### config.mk
export PLATFORM = sky130hd
export DESIGN_NAME = shift_add_mac
export DESIGN_NICKNAME = d
export VERILOG_FILES = /design/src/rtl/shift_add_mac.sv
export SDC_FILE = /design/constraint.sdc
export NUM_CORES = 1
export LEC_CHECK = 0
export ABC_CLOCK_PERIOD_IN_PS = 5200
export CORE_ASPECT_RATIO = 0.9
export CORE_MARGIN = 4
export CORE_UTILIZATION = 50
export DETAILED_ROUTE_END_ITERATION = 10
export PLACE_DENSITY = 0.77
export SLEW_MARGIN = 25
export SYNTH_ARGS = -nofsm -noshare
export SYNTH_HDL_FRONTEND = slang
export SYNTH_SLANG_ARGS = --single-unit
### constraint.sdc
create_clock -name clk -period 5.2 [get_ports clk]
set_input_delay 1.04 -clock clk [delete_from_list [all_inputs] [get_ports clk]]
set_output_delay 1.04 -clock clk [all_outputs]
set_load 0.05 [all_outputs]
### src/rtl/shift_add_mac.sv
// shift_add_mac: iterative shift-add multiply-accumulate, p = a*b + c, one multiplier bit per clock
module shift_add_mac #(
    parameter int W = 4
) (
    input  logic           clk,
    input  logic           rst,
    input  logic           start,
    input  logic [W-1:0]   a,
    input  logic [W-1:0]   b,
    input  logic [W-1:0]   c,
    output logic [2*W-1:0] p,
    output logic           busy,
    output logic           done
);
    localparam int CW = (W > 1) ? $clog2(W) : 1;
    localparam logic [1:0] IDLE = 2'd0;
    localparam logic [1:0] RUN  = 2'd1;
    localparam logic [1:0] DN   = 2'd2;
    localparam logic [CW-1:0] LAST = CW'(W - 1);

    logic [1:0]    state;
    logic [2*W-1:0] acc, mcand, acc_n;
    logic [W-1:0]  mplier;
    logic [CW-1:0] cnt;

    // Accumulator after this step's conditional add; also the value latched into p on the last step
    always_comb acc_n = mplier[0] ? acc + mcand : acc;

    // Control and datapath: load on acceptance, one shift-add per RUN cycle, one-cycle DONE
    always_ff @(posedge clk) begin
        if (rst) begin
            state  <= IDLE;
            p      <= '0;
            acc    <= '0;
            mcand  <= '0;
            mplier <= '0;
            cnt    <= '0;
        end else if (state == IDLE) begin
            if (start) begin
                acc    <= {{W{1'b0}}, c};
                mcand  <= {{W{1'b0}}, a};
                mplier <= b;
                cnt    <= '0;
                state  <= RUN;
            end
        end else if (state == RUN) begin
            acc    <= acc_n;
            mcand  <= mcand << 1;
            mplier <= mplier >> 1;
            cnt    <= cnt + 1'b1;
            if (cnt == LAST) begin
                p     <= acc_n;
                state <= DN;
            end
        end else begin
            state <= IDLE;
        end
    end

    // Status decodes straight from the state register, so busy and done are mutually exclusive
    always_comb begin
        busy = (state == RUN);
        done = (state == DN);
    end
endmodule

==> run summary <==
The run finished with clean final reports. 0 antenna diodes ended up in the layout. TritonCTS built the clock tree. At the end of routability-driven placement, the weighted congestion stood at 0.827.

The endpoint of the worst hold path is acc[2]. Buffers placed on the I/O ports in this run total 24. Startpoint kind of the worst setup timing path: a flip-flop. The first global-routing pass estimated 6680 um of wire. The worst setup path is captured at an output pin. For the number of buffers inserted by post-CTS setup repair, the log shows 0.

The run gives 1546 as the number of vias after detailed routing. After synthesis the netlist holds a flip-flop and latch count of 32. The leading register cell type out of synthesis was dfxtp_1. The tools report the setup-violating endpoint count in the final report as 0. After detailed routing, the total wire length is 3940 um. Synthesis instantiated 35 different standard cells from the library.

In the final routed layout, each cell accounts on average for 14.8 um. In the global route stage, met1 resource usage came out at 23.4%. The tools report the first-iteration detailed-routing DRC count as 103.

The worst register-to-register path ends at p[4]. Dividing the final minimum period by the clock period gives 66.3%. For the global routing met3 resource utilization, the log shows 4.29%.

Global routing consumed, on the met2 layer, 31.0% of the routing resources. The die outline height is 63.2 um. The all-layer global routing usage came out at 19.0%. The worst setup path is of the flip-flop to output pin kind.

The initial utilization of the core area, before any placement, comes to 53.6%. In this run the core area contains 19 standard-cell rows. On the final layout, the worst clock skew is 0.00834 ns. The final-report hold violation count is 0.

The tools report the number of top-level design ports as 25. In this run the remaining antenna-violating nets after routing total 0. After detailed routing, the number of vias per cell comes to 5.81.

Setup repair after global routing left no endpoint under its margin. The data arrival at the endpoint of the critical path was 2.41 ns; the area growth from synthesis to layout was 18.2%. The global routing stage identified its most utilized layer as met2. The number of cell instances on the worst register-to-register path came out at 8.

After the last flow step, the layout net total stands at 248. The clock period minus worst slack was 3.45 ns. The later pin in the worst-skew pair is clocked with a latency of 0.29 ns.

The tool flagged a number of max-cap violations equal to 0. Share of synthesized flip-flops with an asynchronous set or reset: 0%. The worst max-slew margin expressed relative to the limit is 52.2%, and the slew at the pin closest to its max-slew limit is 0.717 ns.

The die covers 4390 um^2. The final setup TNS is 0 ns, and the width of the chip is 69.4 um. The total power after layout came out at 0.526 mW. In this run the worst path has a maximum fanout of 25. The hold-fix buffer count after cts was 0; the total clock buffers created by CTS was 5.

In the synthesized netlist, the number of instances is 207. STA puts the critical path data required time at 4.16 ns. When the netlist entered floorplanning its net count stood at 231. After synthesis, flip-flops and latches occupy 37.8% of the total area.

The clock-pin slew of the registers on the worst-case setup and hold paths is 0.06 ns. The launching point of the worst reg2reg path is mcand[0]. Once detailed placement completed, the half-perimeter wirelength came to 2930 um.

The logs give 4 for the number of detailed-routing iterations run before antenna repair and 3160 um^2 for the area inside the core boundary. The number of global-route vias before repair was 1503. The logs give 262 for the number of filler instances in the final layout and 32 for the number of sinks driven by the clock tree. Clock tree root driver cell: clkbuf_8.

The pin count of the biggest net entering global routing was 35. Summed over all cells, the static leakage comes to 0.772 nW. The run gives 2 as the maximum level of the CTS H-tree.

The logs give 0 for the final max-slew violation count and 2 for the worst-case clock buffer depth. The worst hold path belongs to the class flip-flop to flip-flop. In this run the cell area of the synthesized design comes to 1700 um^2. The run gives 0 as the total congestion overflow. Based on the critical path, the design can be clocked at up to 290 MHz.

Total of cells resized after clock tree synthesis: 0. The depth of the worst hold-timing path is 2. The total power density per cell area was 263 nW/um^2. In this run, synthesis inferred 0 flip-flops with an integrated enable. The setup slack on the worst flop-to-flop path was 3.05 ns; the DRC violation count after routing was 0. The Yosys step of the flow raised 0 warnings. The fraction of final layout cells with drive strength greater than 1 came out at 4.46%. Number of antenna violations at the first check in global routing: 0. The worst hold path begins at acc[2]. The mean cell area of the mapped netlist is 8.19 um^2. The largest voltage drop on the vdd net is 0.208 mV.
## critical path, cell delays in order (launching register included)
cell and delay, ns:
dfxtp_1 0.78, nand2b_1 0.19, inv_1 0.28, clkdlybuf4s50_1 0.86
## state kept, by name, indices dropped and copies added (netlist names)
| name | count |
|---|---|
| acc | 8 |
| cnt | 2 |
| state | 2 |
| mcand | 8 |
| p | 8 |
| mplier | 4 |
## logic make-up after synthesis
logic type	Yosys count	synth area share (%)
fa+ha+maj	9	7.09
mux	4	2.36
xor+xnor	4	2.07
buf+inv	20	4.72
simple gates	75	21.0
compound gates	63	24.9
flops	32	37.8
## worst max path at each step
stage / from / end / slack, ns / cells past startpoint
global placement: state[0] / busy / 2.16 / 3
global route: state[0] / busy / 1.61 / 3
detailed placement: state[0] / busy / 2.08 / 3
floorplan: state[1] / done / 2.70 / 3
CTS: state[0] / busy / 1.76 / 3
finish: state[0] / busy / 1.75 / 3
## Yosys cell counts, types with 2 or more instances
cell	n	area, um^2
o21ai_0	11	55.1
nand3_1	2	10.0
a211oi_1	16	120
dfxtp_1	32	641
a22oi_1	7	52.6
a21oi_1	16	80.1
nand2b_1	2	12.5
xnor2_1	3	26.3
nand3b_1	4	30.0
nand2_1	5	18.8
a21o_1	3	22.5
ha_1	8	100
o311ai_0	2	17.5
clkbuf_1	10	37.5
inv_1	6	22.5
nor3_1	5	25.0
nor2_1	41	154
o211ai_1	2	15.0
mux2i_1	4	40.0
buf_2	4	20.0
nor2b_1	10	62.6
## layout make-up
cell class | count | area [um^2] | share of cell area (%)
Multi-Input combinational cell | 155 | 975 | 48.7
Sequential cell | 32 | 641 | 32.0
Timing Repair Buffer | 24 | 235 | 11.7
Clock buffer | 6 | 72.6 | 3.62
Tap cell | 42 | 52.6 | 2.62
Inverter | 6 | 22.5 | 1.12
Clock inverter | 1 | 5.00 | 0.250
## stage by stage
stage / hold slack [ns] / worst slack, ns / std cells / util (%) / instance area, um^2
global route: 0.512 / 1.61 / 266 / 63.4 / 2000
floorplan: 0.444 / 2.70 / 207 / - / 1700
CTS: 0.476 / 1.76 / 266 / 63.4 / 2000
finish: 0.474 / 1.75 / 266 / 63.4 / 2000
detailed placement: 0.469 / 2.08 / 259 / 60.9 / 1930
global placement: 0.457 / 2.16 / 259 / 61.1 / 1930
## routing by layer
metal / vias up / wire length (um)
li1: 772 / -
met1: 719 / 1800
met2: 45 / 1830
met3: 10 / 215
met4: 0 / 93
met5: - / 0
## where the power goes
| group | internal [mW] | total, mW | switching (mW) |
|---|---|---|---|
| combinational | 0.0359 | 0.0807 | 0.0447 |
| sequential | 0.256 | 0.268 | 0.0128 |
| clock | 0.0907 | 0.177 | 0.0862 |
## cells in the final DEF (no fill, tap or decap)
master,count
nor2_1,41
dfxtp_1,32
clkdlybuf4s50_1,23
a211oi_1,16
a21oi_1,16
o21ai_0,11
nor2b_1,10
ha_1,8
a22oi_1,7
inv_1,6
nor3_1,5
nand2_1,5
clkbuf_8,5
mux2i_1,4
nand3b_1,4
xnor2_1,3
a21o_1,3
nand2b_1,2
o211ai_1,2
o311ai_0,2
nand3_1,2
and2_1,1
o211a_1,1
o31a_1,1
o21a_1,1
or2_2,1
and4_1,1
nor4b_1,1
nor3b_1,1
a221oi_2,1
o211ai_2,1
xor2_1,1
or3_1,1
a31oi_1,1
fa_1,1
clkinv_2,1
clkbuf_1,1
buf_2,1
(Power assumes the default switching activity.)
